<file path="src/rtl/ls153_scan_pkg.sv">
// Shared types and constants for the 74LS153 scan sequencer.
package ls153_scan_pkg;

    typedef enum logic [1:0] {
        StIdle = 2'd0,
        StScan = 2'd1,
        StDone = 2'd2
    } scan_state_e;

    localparam int unsigned NUM_SLOTS = 4;
    localparam int unsigned SLOT_W    = $clog2(NUM_SLOTS);
    localparam int unsigned SETTLE_W  = 4;

endpackage

</file>
<file path="src/rtl/scan_slot_ctr.sv">
// Slot/settle-timer counter: each slot lasts SETTLE advances, then steps to the next slot.
module scan_slot_ctr
    import ls153_scan_pkg::*;
#(
    parameter int unsigned SETTLE = 1
) (
    input  logic              clk_i,
    input  logic              rst_ni,
    input  logic              clear_i,
    input  logic              advance_i,
    output logic [SLOT_W-1:0] slot_o,
    output logic [SLOT_W-1:0] slot_next_o,
    output logic              slot_end_o,
    output logic              last_slot_o
);

    localparam logic [SETTLE_W-1:0] LastTick = SETTLE_W'(SETTLE - 1);
    localparam logic [SLOT_W-1:0]   LastSlot = SLOT_W'(NUM_SLOTS - 1);

    logic [SETTLE_W-1:0] timer_q, timer_d;
    logic [SLOT_W-1:0]   slot_q, slot_d;

    always_comb begin
        timer_d = timer_q;
        slot_d  = slot_q;
        if (clear_i) begin
            timer_d = '0;
            slot_d  = '0;
        end else if (advance_i) begin
            if (timer_q == LastTick) begin
                timer_d = '0;
                slot_d  = slot_q + 1'b1;  // wraps to 0 after the last slot
            end else begin
                timer_d = timer_q + 1'b1;
            end
        end
    end

    always_ff @(posedge clk_i or negedge rst_ni) begin
        if (!rst_ni) begin
            timer_q <= '0;
            slot_q  <= '0;
        end else begin
            timer_q <= timer_d;
            slot_q  <= slot_d;
        end
    end

    assign slot_o      = slot_q;
    assign slot_next_o = slot_d;
    assign slot_end_o  = (timer_q == LastTick);
    assign last_slot_o = (slot_q == LastSlot);

endmodule

</file>
<file path="src/rtl/ls153_scan_seq.sv">
// Scan sequencer for a dual 4:1 mux: walks S over all slots, samples Za/Zb once per slot,
// and hands the two assembled words downstream over valid/ready.
module ls153_scan_seq
    import ls153_scan_pkg::*;
#(
    parameter int unsigned SETTLE = 1  // 1..15
) (
    input  logic                 clk,
    input  logic                 rst_b,
    input  logic                 start,
    input  logic                 cont,
    output logic                 busy,
    output logic [SLOT_W-1:0]    S,
    output logic                 Ea_b,
    output logic                 Eb_b,
    input  logic                 Za,
    input  logic                 Zb,
    output logic [NUM_SLOTS-1:0] word_a,
    output logic [NUM_SLOTS-1:0] word_b,
    output logic                 valid,
    input  logic                 ready
);

    scan_state_e state_q, state_d;

    logic              ctr_clear, ctr_advance;
    logic [SLOT_W-1:0] slot, slot_next;
    logic              slot_end, last_slot;
    logic              capture;

    logic [SLOT_W-1:0]    s_q, s_d;
    logic                 ea_b_q, eb_b_q, strobe_b_d;
    logic                 busy_q, busy_d;
    logic                 valid_q, valid_d;
    logic [NUM_SLOTS-1:0] word_a_q, word_b_q;

    scan_slot_ctr #(
        .SETTLE(SETTLE)
    ) u_slot_ctr (
        .clk_i      (clk),
        .rst_ni     (rst_b),
        .clear_i    (ctr_clear),
        .advance_i  (ctr_advance),
        .slot_o     (slot),
        .slot_next_o(slot_next),
        .slot_end_o (slot_end),
        .last_slot_o(last_slot)
    );

    always_comb begin
        state_d     = state_q;
        ctr_clear   = 1'b0;
        ctr_advance = 1'b0;
        capture     = 1'b0;
        unique case (state_q)
            StIdle: begin
                if (start) begin
                    state_d   = StScan;
                    ctr_clear = 1'b1;
                end
            end
            StScan: begin
                ctr_advance = 1'b1;
                if (slot_end) begin
                    capture = 1'b1;
                    if (last_slot) begin
                        state_d = StDone;
                    end
                end
            end
            StDone: begin
                if (ready) begin
                    state_d   = cont ? StScan : StIdle;
                    ctr_clear = cont;
                end
            end
            default: begin
                state_d   = StIdle;
                ctr_clear = 1'b1;
            end
        endcase
    end

    // Outputs are registered: derive their next values from the next state.
    always_comb begin
        s_d        = (state_d == StScan) ? slot_next : '0;
        strobe_b_d = (state_d != StScan);
        busy_d     = (state_d != StIdle);
        valid_d    = (state_d == StDone);
    end

    always_ff @(posedge clk or negedge rst_b) begin
        if (!rst_b) begin
            state_q <= StIdle;
            s_q     <= '0;
            ea_b_q  <= 1'b1;
            eb_b_q  <= 1'b1;
            busy_q  <= 1'b0;
            valid_q <= 1'b0;
        end else begin
            state_q <= state_d;
            s_q     <= s_d;
            ea_b_q  <= strobe_b_d;
            eb_b_q  <= strobe_b_d;
            busy_q  <= busy_d;
            valid_q <= valid_d;
        end
    end

    // Bits not yet recaptured in a scan keep their previous value.
    always_ff @(posedge clk or negedge rst_b) begin
        if (!rst_b) begin
            word_a_q <= '0;
            word_b_q <= '0;
        end else if (capture) begin
            word_a_q[slot] <= Za;
            word_b_q[slot] <= Zb;
        end
    end

    assign S      = s_q;
    assign Ea_b   = ea_b_q;
    assign Eb_b   = eb_b_q;
    assign busy   = busy_q;
    assign valid  = valid_q;
    assign word_a = word_a_q;
    assign word_b = word_b_q;

endmodule

</file>
<file path="config.mk">
export PLATFORM = sky130hd
export DESIGN_NAME = ls153_scan_seq
export DESIGN_NICKNAME = d
export VERILOG_FILES = /design/src/rtl/ls153_scan_pkg.sv /design/src/rtl/scan_slot_ctr.sv /design/src/rtl/ls153_scan_seq.sv
export SDC_FILE = /design/constraint.sdc
export NUM_CORES = 1
export LEC_CHECK = 0
export ABC_AREA = 1
export CAP_MARGIN = 20
export CORE_MARGIN = 2
export CORE_UTILIZATION = 53
export DETAILED_ROUTE_END_ITERATION = 16
export DONT_BUFFER_PORTS = 1
export GPL_TIMING_DRIVEN = 0
export PLACE_DENSITY_LB_ADDON = 0.25
export SLEW_MARGIN = 20
export SYNTH_ARGS = -nofsm -noshare
export SYNTH_HDL_FRONTEND = slang
export SYNTH_SLANG_ARGS = --single-unit
</file>
<file path="constraint.sdc">
create_clock -name clk -period 1.5 [get_ports clk]
set_input_delay 0.45 -clock clk [delete_from_list [all_inputs] [get_ports clk]]
set_output_delay 0.45 -clock clk [all_outputs]
set_load 0.05 [all_outputs]
</file>
==> results of run 1 <==
-- cell usage after synthesis, drive strengths merged --
| library cell | n | area share |
|---|---|---|
| a21oi | 1 | 0.0046 |
| nor2 | 11 | 0.084 |
| ha | 6 | 0.069 |
| o21ai | 8 | 0.044 |
| xor2 | 1 | 0.0080 |
| dfrtp | 20 | 0.46 |
| inv | 14 | 0.048 |
| xnor2 | 1 | 0.0080 |
| nand3 | 9 | 0.060 |
| buf | 1 | 0.0069 |
| nand3b | 1 | 0.0069 |
| dfstp | 1 | 0.024 |
| nand2 | 40 | 0.18 |
-- flip-flops by register name, indices dropped and copies added, names as in the netlist --
register,count
u_slot_ctr.timer_q,4
word_a,4
word_b,4
S,2
state_q,2
u_slot_ctr.slot_o,2
Eb_b,1
busy,1
valid,1
-- cells by family (layout without fill, tap and decap cells) --
family,Yosys count,in the layout,synth area share
buffers and inverters,15,20,0.0552
flip-flops,21,21,0.484
AO/OA/AOI/OAI,9,9,0.0483
AND/OR/NAND/NOR,61,61,0.328
adder cells (fa/ha/maj),6,6,0.0690
XOR/XNOR,2,2,0.0161
-- layer usage --
layer | up-vias | global-route usage
met4 | 0 | 0.0571
met1 | 346 | 0.200
met3 | 2 | 0.0307
met2 | 11 | 0.297
met5 | - | 0
li1 | 360 | -
-- per-stage QoR --
stage | setup slack, ns | util | instances
2_1_floorplan | 0.133 | - | 114
3_3_place_gp | 0.124 | 0.578 | 141
3_5_place_dp | 0.0765 | 0.578 | 141
4_1_cts | -0.182 | 0.601 | 146
5_1_grt | -0.182 | 0.610 | 146
6_report | -0.148 | 0.610 | 146
-- final cells by class --
type / count / area [sq um] / area share
Clock buffer: 3 / 22.5 / 0.0190
Tap cell: 27 / 33.8 / 0.0285
Inverter: 14 / 52.6 / 0.0444
Buffer: 1 / 15.0 / 0.0127
Sequential cell: 21 / 531 / 0.448
Clock inverter: 1 / 5.00 / 0.00423
Timing Repair Buffer: 1 / 10.0 / 0.00846
Multi-Input combinational cell: 78 / 514 / 0.434
-- final timing paths --
check / start / end / slack (ns) / cells past startpoint
setup / recovery: Eb_b / Eb_b / -0.15 / 1
hold / removal: ready / valid / 0.35 / 3
setup reg to reg: u_slot_ctr.timer_q[0] / word_b[3] / 0.11 / 7
hold reg to reg: u_slot_ctr.timer_q[1] / u_slot_ctr.timer_q[1] / 0.55 / 2
max in group asynchronous: rst_b / state_q[0] / 0.23 / 1
min in group asynchronous: rst_b / u_slot_ctr.timer_q[1] / 0.72 / 1
-- what timing repair did --
action,CTS,global route
resized for setup,2,3
setup endpoints to repair,1,5
hold endpoints to repair,21,0
pin swaps,0,1
hold buffers,1,0
==> metrics.yaml, run 1 <==
syn_area_sq_mm: 0.00109
wl_met3_microns: 63
maxCapViolations: 0
gp_congestion: 0.768
finClkSkew_ns: 0.00183
min_path_type: "in -> reg"
core_area_sq_mm: 0.00194
gr-total-overflow: 0
die_h_microns: 49.3
cts_setup_buffers: 0
finalMaxSlewViolations: 0
cts_buffers: 3
dp_hpwl_microns: 1330
worst_pin_slew_ns: 0.912
finalInstanceArea_sq_mm: 0.00118
cp-end-kind: "output pin"
relSlewSlack: 0.390
wire_per_inst_microns: 11.8
io_pins: 21
avgSynthCellArea_sq_um: 9.55
critPathMaxStageDelay_ns: 0.73
path_clk_slew_ns: 0.11
firstDrtPassIters: 4
cts_sinks: 21
initial_core_util: 0.561
crit_chain: "buf_8"
io_buffer_count: 0
grt_use_total: 0.167
critPathTopFamily: "flip-flops"
fin_crit_sh: 1.10
fp-row-count: 16
ys_seq_area_frac: 0.484
design.die.area_sq_mm: 0.00243
final_common_cell: "nand2_1"
post_dp_cell_area_sq_mm: 0.00112
vias: 719
hold_viol_final: 0
drive_gt1_frac: 0.227
clk_latency_ns: 0.29
grt_max_degree: 22
violations: "setup timing"
crit_buf_inv: 1
grt_pass1_wl_microns: 3130
wl_microns: 1730
final.setup.worst_slack_ns: -0.148
finalSetupTns_ns: -0.148
top_layer: "met4"
layout_common_cells: "nand2_1 (33), dfrtp_1 (20), inv_1 (12)"
max_freq_mhz: 607
arrival_ns: 1.20
setup_viol: 1
drt_iter0_markers: 12
setup.worst_path.class: "reg -> out"
worstPathMaxFanout: 2
yosysWarnings: 0
grt_setup_unrepaired: "yes"
vias_per_cell: 4.92
hold_ws_ns: 0.351
synth_cell_types: 21
die_w_microns: 49.3
ys_seq_elements: 21
ant_nets: 0
synth_cells: 114
wl_met1_microns: 796
clockBufferDepth: 2
cp.required_ns: 1.05
n_antenna_cell: 0
min_period_ns: 1.65
antenna_found_initial: 0
met2WireLength_microns: 859
status: "finished with violations"
worstSetupStartpointType: "register"
cts_max_level: 1
root_buffer: "clkbuf_4"
layout.nets: 133
synth_nets: 127
fill_cells: 170
drc: 0
area_growth_pct: 8.74
tritoncts: "built"
grt_pass1_vias: 780
crit_slowest_cell: "dfstp_4"
Power of run 1 is not shown: default switching activity piles up to over one toggle a cycle in this logic, so the estimate is an artifact.
==> run 2, diff against run 1 <==
- GPL_TIMING_DRIVEN: 0 -> default
- PLACE_DENSITY: default -> 0.68
- PLACE_DENSITY_LB_ADDON: 0.25 -> default
==> run 2 against run 1 <==
  * The flow now finishes without violations
  * Worst setup slack improved by 0.17 ns
  * Design area down 0.85%
  * Count of clock-buffer cells in the layout up 1
  * Fmax up 11%
  * Final cell count unchanged
  * Wire length shrank 3.4%
  * Critical endpoint unchanged
==> metrics.yaml, run 2 (synthesized netlist as in run 1, its figures left out) <==
die_w_microns: 49.3  # unchanged
gp_congestion: 0.821  # +6.8%
wl_microns: 1670  # -3.4%
core_area_sq_mm: 0.00194  # unchanged
design.die.area_sq_mm: 0.00243  # unchanged
hold_ws_ns: 0.352  # +0.000357 ns
dp_hpwl_microns: 1320  # -1.1%
path_clk_slew_ns: 0.11  # about the same
cts_sinks: 21  # unchanged
critPathTopFamily: "flip-flops"
final_common_cell: "nand2_1"
drive_gt1_frac: 0.218  # -0.00840
die_h_microns: 49.3  # unchanged
fp-row-count: 16  # unchanged
arrival_ns: 1.03  # -0.17 ns
worst_pin_slew_ns: 0.883  # -0.0289 ns
layout.nets: 133  # unchanged
vias: 699  # -2.8%
grt_pass1_wl_microns: 3020  # -3.5%
cts_buffers: 3  # unchanged
crit_buf_inv: 1  # unchanged
area_growth_pct: 7.82
worstPathMaxFanout: 2  # unchanged
pre_cts_slack_ns: 0.114  # +0.0379 ns
relSlewSlack: 0.409  # +0.0193
worstSetupStartpointType: "register"
min_path_type: "in -> reg"
cp-end-kind: "output pin"
ant_nets: 0  # unchanged
antenna_found_initial: 0  # unchanged
maxCapViolations: 0  # unchanged
tritoncts: "built"
io_buffer_count: 0  # unchanged
grt_max_degree: 22  # unchanged
io_pins: 21  # unchanged
cp.required_ns: 1.05  # about the same
layout_common_cells: "nand2_1 (33), dfrtp_1 (20), inv_1 (12)"
drt_iter0_markers: 13  # +1
clockBufferDepth: 2  # unchanged
min_period_ns: 1.48  # -0.165 ns
finalMaxSlewViolations: 0  # unchanged
wire_per_inst_microns: 11.4  # -3.4%
r2r_slack_ns: 0.14  # +0.03 ns
drc: 0  # unchanged
max_freq_mhz: 674  # +11%
critPathMaxStageDelay_ns: 0.56  # -0.17 ns
setup.worst_path.class: "reg -> out"
gr-total-overflow: 0  # unchanged
hold_viol_final: 0  # unchanged
crit_chain: "buf_12"
cts_max_level: 1  # unchanged
setup_viol: 0  # -1
crit_slowest_cell: "dfstp_2"
status: "complete, no violations"
root_buffer: "clkbuf_4"
finClkSkew_ns: 0.00502  # +0.00319 ns
grt_use_total: 0.165  # -0.00142
initial_core_util: 0.561  # unchanged
clk_latency_ns: 0.30  # about the same
fin_crit_sh: 0.989  # -0.110
vias_per_cell: 4.79  # -2.8%
firstDrtPassIters: 4  # unchanged
grt_pass1_vias: 688  # -12%
n_antenna_cell: 0  # unchanged
grt_setup_unrepaired: "yes"
final.setup.worst_slack_ns: 0.0171  # +0.165 ns
==> run 2: cell types whose count changed in the layout (fill, tap and decap cells not counted), sizes merged <==
cell    previous run  this run
clkbuf             3         4
clkinv             1         0
==> run 2: area by class of cell <==
| class | count | area (sq um) |
|---|---|---|
| fillers | 170 | 768 |
| flip-flops and latches | 21 | 527 |
| multi-input cells | 78 | 504 |
| inverters | 14 | 52.6 |
| well taps | 27 | 33.8 |
| repair buffers | 2 | 30.0 |
| clock buffers | 4 | 26.3 |
==> run 2: what timing repair did <==
item,in CTS,in global routing
setup buffers,0,0
endpoints found under the hold margin,21,0
hold buffers,1,0
gates resized for setup,0,1
setup endpoints to repair,0,4
==> run 2: worst min-delay path: stages <==
cell     delay [ns]
nor2_1         0.02
nand2_1        0.09
nand2_1        0.06
==> run 2: final timing paths <==
| check | startpoint | end | cells after the start |
|---|---|---|---|
| max in group asynchronous | rst_b | word_a[0] | 1 |
| hold reg to reg | u_slot_ctr.timer_q[1] | u_slot_ctr.timer_q[1] | 2 |
| min in group asynchronous | rst_b | state_q[0] | 1 |
| setup reg to reg | u_slot_ctr.timer_q[0] | word_b[3] | 7 |
| setup / recovery | Eb_b | Eb_b | 1 |
| hold / removal | ready | state_q[1] | 3 |
==> run 2: layer usage <==
layer / track usage / routed length (microns) / vias to the layer above
met4: 0.0857 / 41 / 0
met5: 0 / 0 / -
met3: 0.0368 / 72 / 5
met2: 0.261 / 789 / 14
li1: - / - / 363
met1: 0.211 / 766 / 317
==> run 2: through the flow <==
| stage | utilization | TNS (ns) | cell area [sq um] | cells |
|---|---|---|---|---|
| after floorplan | - | 0 | 1090 | 114 |
| after global placement | 0.584 | 0 | 1130 | 141 |
| after detailed placement | 0.584 | 0 | 1130 | 141 |
| after CTS | 0.603 | 0 | 1170 | 146 |
| after global routing | 0.604 | -0.0536 | 1170 | 146 |
| final | 0.604 | 0 | 1170 | 146 |
Power of run 2 is left out for the same reason.
